**src/rtl/cpu_ctrl_pkg.sv**
```systemverilog
`default_nettype none
// +----------------------------------------------------------------------+
// | cpu_ctrl_pkg : opcodes, state/op-class enums and step strobe decode  |
// | Revision 1.0 - initial release                                       |
// +----------------------------------------------------------------------+
package cpu_ctrl_pkg;

  // Opcode values shared with the ALU stage
  localparam logic [4:0] c_OP_ADD  = 5'b00011;
  localparam logic [4:0] c_OP_SUB  = 5'b00100;
  localparam logic [4:0] c_OP_AND  = 5'b00101;
  localparam logic [4:0] c_OP_OR   = 5'b00110;
  localparam logic [4:0] c_OP_SHR  = 5'b00111;
  localparam logic [4:0] c_OP_SHRA = 5'b01000;
  localparam logic [4:0] c_OP_SHL  = 5'b01001;
  localparam logic [4:0] c_OP_ROR  = 5'b01010;
  localparam logic [4:0] c_OP_ROL  = 5'b01011;
  localparam logic [4:0] c_OP_ADDI = 5'b01100;
  localparam logic [4:0] c_OP_ANDI = 5'b01101;
  localparam logic [4:0] c_OP_ORI  = 5'b01110;
  localparam logic [4:0] c_OP_MUL  = 5'b01111;
  localparam logic [4:0] c_OP_DIV  = 5'b10000;
  localparam logic [4:0] c_OP_NEG  = 5'b10001;
  localparam logic [4:0] c_OP_NOT  = 5'b10010;
  localparam logic [4:0] c_OP_NOP  = 5'b11010;
  localparam logic [4:0] c_OP_HALT = 5'b11011;

  typedef enum logic [3:0] {
    IDLE = 4'd0,
    T0   = 4'd1,
    T1   = 4'd2,
    T2   = 4'd3,
    T3   = 4'd4,
    T4   = 4'd5,
    T5   = 4'd6,
    T6   = 4'd7,
    HALT = 4'd8
`ifdef SINGLE_STEP_EN
    , STEP_WAIT = 4'd9
`endif
  } state_t;

  typedef enum logic [2:0] {
    CLS_R       = 3'd0,
    CLS_I       = 3'd1,
    CLS_U       = 3'd2,
    CLS_MD      = 3'd3,
    CLS_NOP     = 3'd4,
    CLS_HALT    = 3'd5,
    CLS_ILLEGAL = 3'd6
  } opclass_t;

  typedef struct packed {
    logic pcOut;
    logic marIn;
    logic incPc;
    logic pcIn;
    logic memRead;
    logic mdrIn;
    logic mdrOut;
    logic irIn;
    logic yIn;
    logic zIn;
    logic zlowOut;
    logic zhighOut;
    logic hiIn;
    logic loIn;
    logic gra;
    logic grb;
    logic grc;
    logic rIn;
    logic rOut;
    logic cOut;
    logic done;
    logic illegal;
  } strobes_t;

  // Strobe set to present while sitting in state st for an instruction of class cls
  function automatic strobes_t stepStrobes(state_t st, opclass_t cls);
    strobes_t s;
    s = '0;
    case (st)
      T0: begin s.pcOut = 1'b1; s.marIn = 1'b1; s.incPc = 1'b1; s.zIn = 1'b1; end
      T1: begin s.zlowOut = 1'b1; s.pcIn = 1'b1; s.memRead = 1'b1; s.mdrIn = 1'b1; end
      T2: begin s.mdrOut = 1'b1; s.irIn = 1'b1; end
      T3: begin
        case (cls)
          CLS_R, CLS_I: begin s.grb = 1'b1; s.rOut = 1'b1; s.yIn = 1'b1; end
          CLS_U:        begin s.grb = 1'b1; s.rOut = 1'b1; s.zIn = 1'b1; end
          CLS_MD:       begin s.gra = 1'b1; s.rOut = 1'b1; s.yIn = 1'b1; end
          CLS_ILLEGAL:  s.illegal = 1'b1;
          default:      ;
        endcase
      end
      T4: begin
        case (cls)
          CLS_R:   begin s.grc = 1'b1; s.rOut = 1'b1; s.zIn = 1'b1; end
          CLS_I:   begin s.cOut = 1'b1; s.zIn = 1'b1; end
          CLS_U:   begin s.zlowOut = 1'b1; s.gra = 1'b1; s.rIn = 1'b1; end
          CLS_MD:  begin s.grb = 1'b1; s.rOut = 1'b1; s.zIn = 1'b1; end
          default: ;
        endcase
      end
      T5: begin
        case (cls)
          CLS_R, CLS_I: begin s.zlowOut = 1'b1; s.gra = 1'b1; s.rIn = 1'b1; end
          CLS_MD:       begin s.zlowOut = 1'b1; s.loIn = 1'b1; end
          default:      ;
        endcase
      end
      T6:      begin s.zhighOut = 1'b1; s.hiIn = 1'b1; end
      HALT:    s.done = 1'b1;
      default: ;
    endcase
    return s;
  endfunction

  // The ALU sees the opcode only in the step that loads Z with its result
  function automatic logic aluActive(state_t st, opclass_t cls);
    return ((st == T3) && (cls == CLS_U)) ||
           ((st == T4) && ((cls == CLS_R) || (cls == CLS_I) || (cls == CLS_MD)));
  endfunction

endpackage
`default_nettype wire

```
**src/rtl/op_class_decode.sv**
```systemverilog
`default_nettype none
// +----------------------------------------------------------------------+
// | op_class_decode : combinational opcode to instruction-class decoder  |
// | Revision 1.0 - initial release                                       |
// +----------------------------------------------------------------------+
module op_class_decode
  import cpu_ctrl_pkg::*;
#(
  parameter int              OP_W    = 5,
  parameter logic [OP_W-1:0] NOP_OP  = 5'b11010,
  parameter logic [OP_W-1:0] HALT_OP = 5'b11011
) (
  input  logic [OP_W-1:0] i_opcode,
  output opclass_t        o_opClass
);

  always_comb begin
    o_opClass = CLS_ILLEGAL;
    if (i_opcode == NOP_OP) begin
      o_opClass = CLS_NOP;
    end else if (i_opcode == HALT_OP) begin
      o_opClass = CLS_HALT;
    end else begin
      case (i_opcode)
        c_OP_ADD, c_OP_SUB, c_OP_AND, c_OP_OR, c_OP_SHR,
        c_OP_SHRA, c_OP_SHL, c_OP_ROR, c_OP_ROL:  o_opClass = CLS_R;
        c_OP_ADDI, c_OP_ANDI, c_OP_ORI:           o_opClass = CLS_I;
        c_OP_NEG, c_OP_NOT:                       o_opClass = CLS_U;
        c_OP_MUL, c_OP_DIV:                       o_opClass = CLS_MD;
        default:                                  o_opClass = CLS_ILLEGAL;
      endcase
    end
  end

endmodule
`default_nettype wire

```
**src/rtl/control_sequencer.sv**
```systemverilog
`default_nettype none
// +----------------------------------------------------------------------+
// | control_sequencer : T0..T6 control-step FSM driving ALU and strobes  |
// | Optional macro SINGLE_STEP_EN adds the STEP_WAIT single-step state.  |
// | Revision 1.0 - initial release                                       |
// +----------------------------------------------------------------------+
module control_sequencer
  import cpu_ctrl_pkg::*;
#(
  parameter int              DATA_W  = 32,
  parameter int              OP_W    = 5,
  parameter logic [OP_W-1:0] NOP_OP  = 5'b11010,
  parameter logic [OP_W-1:0] HALT_OP = 5'b11011
) (
  input  logic              clock,
  input  logic              clear,
  input  logic              run,
  input  logic [DATA_W-1:0] ir,
  input  logic              step,
  output logic [OP_W-1:0]   alu_op,
  output logic              pc_out,
  output logic              mar_in,
  output logic              inc_pc,
  output logic              pc_in,
  output logic              mem_read,
  output logic              mdr_in,
  output logic              mdr_out,
  output logic              ir_in,
  output logic              y_in,
  output logic              z_in,
  output logic              zlow_out,
  output logic              zhigh_out,
  output logic              hi_in,
  output logic              lo_in,
  output logic              gra,
  output logic              grb,
  output logic              grc,
  output logic              r_in,
  output logic              r_out,
  output logic              c_out,
  output logic              done,
  output logic              illegal,
  output logic [3:0]        step_state
);

  state_t            r_state;
  opclass_t          r_class;
  logic [OP_W-1:0]   r_opcode;
  strobes_t          r_strobes;
  logic [OP_W-1:0]   r_aluOp;

  logic [OP_W-1:0]   w_opcode;
  opclass_t          w_decClass;
  logic              w_latch;
  opclass_t          w_nextClass;
  logic [OP_W-1:0]   w_nextOp;
  state_t            w_endState;
  state_t            w_nextState;
  strobes_t          w_nextStrobes;
  logic              w_unusedBits;

  assign w_opcode = ir[DATA_W-1 -: OP_W];

  op_class_decode #(
    .OP_W    (OP_W),
    .NOP_OP  (NOP_OP),
    .HALT_OP (HALT_OP)
  ) u_decode (
    .i_opcode  (w_opcode),
    .o_opClass (w_decClass)
  );

  // IR is captured on the T2->T3 edge so T3 strobes already reflect the new class
  assign w_latch     = (r_state == T2);
  assign w_nextClass = w_latch ? w_decClass : r_class;
  assign w_nextOp    = w_latch ? w_opcode   : r_opcode;

`ifdef SINGLE_STEP_EN
  assign w_endState   = STEP_WAIT;
  assign w_unusedBits = ^ir[DATA_W-OP_W-1:0];
`else
  assign w_endState   = run ? T0 : IDLE;
  assign w_unusedBits = ^{ir[DATA_W-OP_W-1:0], step};
`endif

  always_comb begin
    w_nextState = r_state;
    case (r_state)
      IDLE: if (run) w_nextState = T0;
      T0:   w_nextState = T1;
      T1:   w_nextState = T2;
      T2:   w_nextState = T3;
      T3: begin
        case (r_class)
          CLS_HALT:                    w_nextState = HALT;
          CLS_R, CLS_I, CLS_U, CLS_MD: w_nextState = T4;
          default:                     w_nextState = w_endState;
        endcase
      end
      T4: begin
        if (r_class == CLS_U) w_nextState = w_endState;
        else                  w_nextState = T5;
      end
      T5: begin
        if (r_class == CLS_MD) w_nextState = T6;
        else                   w_nextState = w_endState;
      end
      T6:   w_nextState = w_endState;
      HALT: w_nextState = HALT;
`ifdef SINGLE_STEP_EN
      STEP_WAIT: begin
        if (!run)     w_nextState = IDLE;
        else if (step) w_nextState = T0;
      end
`endif
      default: w_nextState = IDLE;
    endcase
  end

  assign w_nextStrobes = stepStrobes(w_nextState, w_nextClass);

  always_ff @(posedge clock) begin
    if (clear) begin
      r_state   <= IDLE;
      r_class   <= CLS_NOP;
      r_opcode  <= '0;
      r_strobes <= '0;
      r_aluOp   <= '0;
    end else begin
      r_state   <= w_nextState;
      r_strobes <= w_nextStrobes;
      r_aluOp   <= aluActive(w_nextState, w_nextClass) ? w_nextOp : '0;
      if (w_latch) begin
        r_class  <= w_decClass;
        r_opcode <= w_opcode;
      end
    end
  end

  assign alu_op     = r_aluOp;
  assign pc_out     = r_strobes.pcOut;
  assign mar_in     = r_strobes.marIn;
  assign inc_pc     = r_strobes.incPc;
  assign pc_in      = r_strobes.pcIn;
  assign mem_read   = r_strobes.memRead;
  assign mdr_in     = r_strobes.mdrIn;
  assign mdr_out    = r_strobes.mdrOut;
  assign ir_in      = r_strobes.irIn;
  assign y_in       = r_strobes.yIn;
  assign z_in       = r_strobes.zIn;
  assign zlow_out   = r_strobes.zlowOut;
  assign zhigh_out  = r_strobes.zhighOut;
  assign hi_in      = r_strobes.hiIn;
  assign lo_in      = r_strobes.loIn;
  assign gra        = r_strobes.gra;
  assign grb        = r_strobes.grb;
  assign grc        = r_strobes.grc;
  assign r_in       = r_strobes.rIn;
  assign r_out      = r_strobes.rOut;
  assign c_out      = r_strobes.cOut;
  assign done       = r_strobes.done;
  assign illegal    = r_strobes.illegal;
  assign step_state = r_state;

endmodule
`default_nettype wire
```
**config.mk**
```make
export PLATFORM = sky130hd
export DESIGN_NAME = control_sequencer
export DESIGN_NICKNAME = d
export VERILOG_FILES = /design/src/rtl/cpu_ctrl_pkg.sv /design/src/rtl/op_class_decode.sv /design/src/rtl/control_sequencer.sv
export SDC_FILE = /design/constraint.sdc
export NUM_CORES = 1
export LEC_CHECK = 0
export ABC_AREA = 1
export BUFFER_PORTS_ARGS = -buffer_cell sky130_fd_sc_hd__buf_2
export CAP_MARGIN = 20
export CORE_ASPECT_RATIO = 0.6
export CORE_UTILIZATION = 40
export CTS_CLUSTER_DIAMETER = 50
export DETAILED_ROUTE_END_ITERATION = 6
export HOLD_SLACK_MARGIN = 0.12
export PLACE_DENSITY = 0.78
export SYNTH_ARGS = -nofsm -noshare
export SYNTH_HDL_FRONTEND = slang
export SYNTH_SLANG_ARGS = --single-unit
```
**constraint.sdc**
```tcl
create_clock -name clock -period 2.5 [get_ports clock]
set_input_delay 0.375 -clock clock [delete_from_list [all_inputs] [get_ports clock]]
set_output_delay 0.375 -clock clock [all_outputs]
set_load 0.02 [all_outputs]
```
==> results of run 1 <==
[cell type report]
class / instances / area (um^2) / area share, %
Sequential cell: 33 / 661 / 37.0
Tap cell: 45 / 56.3 / 3.15
Multi-Input combinational cell: 134 / 674 / 37.8
Clock buffer: 8 / 80.1 / 4.48
Inverter: 33 / 124 / 6.94
Timing Repair Buffer: 38 / 190 / 10.7
[cells by family after synthesis]
family	after synthesis
flops	33
simple gates	126
compound gates	8
buf+inv	42
[cells in the final DEF (no fill, tap or decap)]
master and instances:
nor4_2 1, nor2_1 40, clkbuf_8 5, nand4_1 3
buf_2 38, nor2_4 3, o21ai_0 3, nand2_4 5
inv_1 28, a21oi_1 3, or2_1 1, nor3_1 8
nor2_2 3, nand3_1 16, inv_2 5, a22oi_1 1
dfxtp_1 33, clkbuf_1 3, nand2_1 36, a21boi_0 1
nand3_2 3, nand2_2 6, nor3_2 1
[registers in the layout, summed over array words and instances, names as in the netlist, 3 cells and up]
register and cells:
alu_op 5, r_class 3, r_opcode 5, step_state 4
[power by group through the flow]
stage / Sequential (W) / Clock [W] / Combinational (W)
floorplan: 0.000585 / 0 / 0.000113
global placement: 0.000569 / 0 / 0.000162
detailed placement: 0.000570 / 0 / 0.000164
CTS: 0.000559 / 0.000390 / 0.000165
global route: 0.000562 / 0.000422 / 0.000185
finish: 0.000559 / 0.000377 / 0.000164
[worst paths after layout]
kind                               startpoint     endpoint  slack [ps]  depth (start not counted)
worst max-delay path            step_state[0]         z_in         740                         11
worst min-delay path                   ir[29]  r_opcode[2]         430                          3
worst max register to register  step_state[0]         z_in         740                         11
worst min register to register    r_opcode[2]  r_opcode[2]         500                          2
[critical path, delay by kind of cell, from the launching register on]
kind,cells,cell delay (ps)
buf+inv,1,90
simple gates,10,1100
flops,1,460
[routing by layer]
layer / global-route usage, % / share of wire (%)
met1: 26.0 / 53
met2: 22.2 / 38
met3: 5.56 / 7.6
met4: 8.77 / 1.8
met5: 0 / 0
[stage by stage]
| step | area, um^2 | util [%] |
|---|---|---|
| floorplan | 1520 | - |
| global placement | 1710 | 49.5 |
| detailed placement | 1710 | 49.5 |
| CTS | 1790 | 51.9 |
| global route | 1790 | 51.9 |
| finish | 1790 | 51.9 |
==> out/summary.txt, run 1 <==
Post-synth top flop - dfxtp_1
Crit-path slowest cell - dfxtp_1
RSZ-0062 raised after global routing - no
clock tree from TritonCTS - built
crit path time final - 1760 ps
largest family of logic cells by synthesized area - simple AND/OR/NAND/NOR gates
vias - 1348
Synth Register Bits - 33
class of the worst hold path - input pin to flop
Area Overhead vs Synth - 17.2%
average size of a mapped cell - 7.29 um^2
Die H - 49.8 um
syn_nets - 245
async set-reset flop share out of synthesis - 0%
MaxCap Viol Count - 0
port bufs - 38
number of antenna-violating nets in the routed design - 0
diodes inserted - 0
grt ovf - 0
Cell Area, Synth - 1520 um^2
most frequent cell after synthesis - nor2_1
WL/cell - 10.8 um
maximum fanout along the worst path - 11
setup TNS - 0 ps
Setup CP Type - flop to flop
Peak VDD IR - 0.331 mV
GRT Util Overall - 17.6%
clock share of power - 34.3%
Final WS setup - 744 ps
Slew @ Worst Pin - 393 ps
Critical Path AT - 1940 ps
Sw Share - 27.9%
Hold Worst Slack - 433 ps
dpl hpwl - 2.40 mm
Simple-Gate Fraction of Synth Area - 41.3%
H-tree Lvls - 2
Slew HR - 73.7%
DRT Pass-1 Iters - 7
CTS Hold Bufs - 0
Final GP Congestion - 0.902
skew final - 2.89 ps
initial core utilization - 44.3%
Worst setup EP type - flop
DRC viols - 0
sequential fraction of the synthesis area - 43.3%
Syn. warnings - 0
sequential share of power - 50.8%
Synth area leader - dfxtp_1
Root Buffer Master - clkbuf_8
DP Worst Slack - 747 ps
Mapped Cells - 209
Hold Fails Final Rpt - 0
vias in the first global route - 1141
drt via density - 4.63
Die Wd - 81.7 um
leading post-synthesis cells by cell area - dfxtp_1, nor2_1, nand2_1
Total Die Area - 4070 um^2
initial antenna violation count - 0
Compound-Gate Fraction of Synth Area - 2.96%
most used cell along the critical path - nand2_2
drt initial violations - 85
status - completed
period utilisation layout - 70.3%
Worst path max stage delay - 460 ps
post_cts resized - 0
count of different cell masters after synthesis - 24
largest net degree at the start of global routing - 17
top-area cell type share of the netlist area - 43.3%
Post-synth EDFFs - 0
number of CTS-inserted buffers - 5
CTS clk-pin slew, worst paths - 60 ps
crit-path cells - nand2_2 -> inv_2 -> nand2_2 -> nor2_1 -> nand2_1 -> nand2_4 -> nand3_2 -> nand3_2 -> nand2_2 -> nand2_2 -> nand2_1
Post-CTS Setup Inserts - 0
final setup fails - 0
number of primary I/O pins - 67
core area - 3440 um^2
Clock Sinks - 33
# fillers - 366
Clk Latency, worst-skew pair - 280 ps
Slew Limit Fails - 0
Comb pwr share - 14.9%
WP data required - 2680 ps
Max Buffers Root-to-Sink - 2
row count - 16
Switch Pwr - 0.000307 W
first-pass GRT wire length - 5.20 mm
Placed Cells - 283
non-filler instance count after layout - 291
leakage power - 0.927 nW
commonest cells in the netlist - nor2_1, nand2_1, dfxtp_1
Power Density - 616 nW/um^2
layout cell share with drive strength beyond 1 - 28.5%
total wire length - 3.15 mm
crit start category - flop
Net count, final - 281
fmax - 569 MHz
total power - 0.00110 W
area share of fa/ha/maj cells after synthesis - 0%
Int Power - 0.000793 W
mux contribution to synthesized area - 0%
XOR/XNOR Fraction of Synth Area - 0%
Power figures use the tool's default switching activity.
==> run 2: changes to the inputs <==
- clock period: 2.5 -> 1.75 ns (I/O delays scaled with it)
==> run 2 against run 1 <==
  * Die area stayed put
  * Combinational power is 54% higher
  * Clock power is 43% higher
  * First-iteration DRC count is 28% lower
  * Critical path depth is 2 lower
  * Sequential power is 42% higher
  * Final area is 2.9% higher
  * Cell count is 1.7% higher
  * Register-to-register slack worse by 580 ps
  * Critical path type unchanged
  * Critical endpoint unchanged
  * Highest routed layer unchanged
==> out/summary.txt, run 2 (synthesis gave the netlist of run 1 again) <==
Clk Latency, worst-skew pair - 290 ps (about the same)
Max Buffers Root-to-Sink - 2 (unchanged)
diodes inserted - 0 (unchanged)
setup TNS - 0 ps (unchanged)
Setup CP Type - flop to flop
drt via density - 4.76 (+2.8%)
GRT Util Overall - 19.7% (+2.1 points)
Final GP Congestion - 0.880 (-2.4%)
worst r2r src - step_state[2]
Power Density - 863 nW/um^2 (+40%)
Comb pwr share - 15.9% (+1.0 points)
Root Buffer Master - clkbuf_8
total power - 0.00159 W (+44%)
Worst Min Path Start - ir[28]
initial core utilization - 44.3% (unchanged)
Area Overhead vs Synth - 20.5%
Hold Path End - r_opcode[1]
status - completed
Sw Share - 28.0% (+0.14 points)
Slew @ Worst Pin - 365 ps (-28.9 ps)
WP data required - 1940 ps (-740 ps)
grt ovf - 0 (unchanged)
first-pass GRT wire length - 5.71 mm (+9.8%)
Slew Limit Fails - 0 (unchanged)
Worst path max stage delay - 460 ps (about the same)
drt initial violations - 61 (-28%)
Net count, final - 286 (+1.8%)
clock share of power - 34.0% (-0.3 points)
commonest cells after routing, fill and taps aside - nor2_1, buf_2, nand2_1, dfxtp_1, inv_1
row count - 16 (unchanged)
post-layout instance area - 1840 um^2 (+2.9%)
crit start category - flop
worst reg-to-reg setup slack - 170 ps (-580 ps)
layout cell share with drive strength beyond 1 - 30.3% (+1.8 points)
core area - 3440 um^2 (unchanged)
placed cell area - 1760 um^2 (+2.9%)
hold depth - 3 (unchanged)
Total Die Area - 4070 um^2 (unchanged)
WL/cell - 11.4 um (+4.8%)
initial antenna violation count - 0 (unchanged)
vias in the first global route - 1171 (+2.6%)
Die H - 49.8 um (unchanged)
period utilisation layout - 90.6% (+20 points)
final setup fails - 0 (unchanged)
crit path time final - 1580 ps (-172 ps)
number of CTS-inserted buffers - 5 (unchanged)
Bufs and invs on worst path - 1 (unchanged)
clock tree from TritonCTS - built
most used cell along the critical path - nand2_1
crit-path leading delay family - simple AND/OR/NAND/NOR gates
fmax - 631 MHz (+11%)
port bufs - 38 (unchanged)
sequential share of power - 50.1% (-0.7 points)
Post-CTS Setup Inserts - 0 (unchanged)
Hold Fails Final Rpt - 0 (unchanged)
number of primary I/O pins - 67 (unchanged)
DRT Pass-1 Iters - 4 (-3)
RSZ-0062 raised after global routing - no
commonest non-fill, non-tap cell in the layout - nor2_1
Critical Path AT - 1770 ps (-170 ps)
Switch Pwr - 0.000445 W (+45%)
total wire length - 3.36 mm (+6.6%)
Reg-to-Reg End - z_in
CTS Hold Bufs - 0 (unchanged)
MaxCap Viol Count - 0 (unchanged)
Die Wd - 81.7 um (unchanged)
Worst setup EP type - flop
critical path depth - 9 (-2)
CP startpoint - step_state[2]
skew final - 4.08 ps (+1.19 ps)
maximum fanout along the worst path - 5 (-6)
Crit-path slowest cell - dfxtp_1
Int Power - 0.00114 W (+44%)
Reg2Reg Depth - 9 (-2)
Slew HR - 75.5% (+1.8 points)
CTS clk-pin slew, worst paths - 60 ps (about the same)
Peak VDD IR - 0.373 mV (+13%)
H-tree Lvls - 2 (unchanged)
number of antenna-violating nets in the routed design - 0 (unchanged)
Clock Sinks - 33 (unchanged)
class of the worst hold path - input pin to flop
dpl hpwl - 2.62 mm (+9.0%)
crit-path cells - nand2_1 -> inv_1 -> nand3_1 -> nor2_1 -> nor2_1 -> nand3_1 -> a21oi_1 -> nand2_1 -> nand2_1
leakage power - 0.958 nW (+3.4%)
vias - 1410 (+4.6%)
largest net degree at the start of global routing - 17 (unchanged)
DRC viols - 0 (unchanged)
## run 2: cell count changes in the layout (fill, tap and decap cells not counted), sizes merged
cell / change
buf: +5
## run 2: what timing repair did
action / in CTS / in global routing
endpoints found under the hold margin: 0 / 0
resized for setup: 0 / 1
setup endpoints to repair: 0 / 2
## run 2: metrics by stage
stage / hold WS (ps) / utilization, % / setup WS (ps) / instances
3_5_place_dp: 485 / 51.0 / 202 / 288
5_1_grt: 311 / 53.3 / 5.46 / 296
2_1_floorplan: 450 / - / 200 / 209
6_report: 309 / 53.3 / 165 / 296
3_3_place_gp: 478 / 51.0 / 219 / 288
4_1_cts: 295 / 53.3 / 167 / 296
## run 2: worst max path at each step
stage          slack, ps  endpoint
5_1_grt                5     r_out
3_3_place_gp         220      z_in
4_1_cts              170      z_in
3_5_place_dp         200      z_in
2_1_floorplan        200     r_out
6_report             170      z_in
## run 2: worst reg2reg max path, cell delays in order, from the launching register on
cell and delay, ps:
dfxtp_1 460, nand2_1 140, inv_1 100, nand3_1 110, nor2_1 230, nor2_1 110
nand3_1 130, a21oi_1 70, nand2_1 90, nand2_1 50
## run 2: metal layers
metal / track usage [%] / wire, um / share of wire [%] / vias up
met4: 9.36 / 64 / 1.9 / 0
li1: - / - / - / 721
met3: 7.96 / 253 / 7.5 / 7
met1: 30.5 / 1770 / 53 / 634
met5: 0 / 0 / 0 / -
met2: 22.2 / 1280 / 38 / 48
## run 2: power by group through the flow
stage | clock network [W] | logic (W) | registers (W)
finish | 0.000540 | 0.000252 | 0.000794
global route | 0.000617 | 0.000286 | 0.000797
CTS | 0.000559 | 0.000251 | 0.000794
detailed placement | 0 | 0.000250 | 0.000811
global placement | 0 | 0.000246 | 0.000809
floorplan | 0 | 0.000162 | 0.000836
## run 2: layout make-up
class                           count  area [um^2]
Fill cell                         380         1610
Sequential cell                    33          662
Timing Repair Buffer               43          240
Inverter                           33          124
Tap cell                           45         56.3
Clock buffer                        8         80.1
Multi-Input combinational cell    134          674
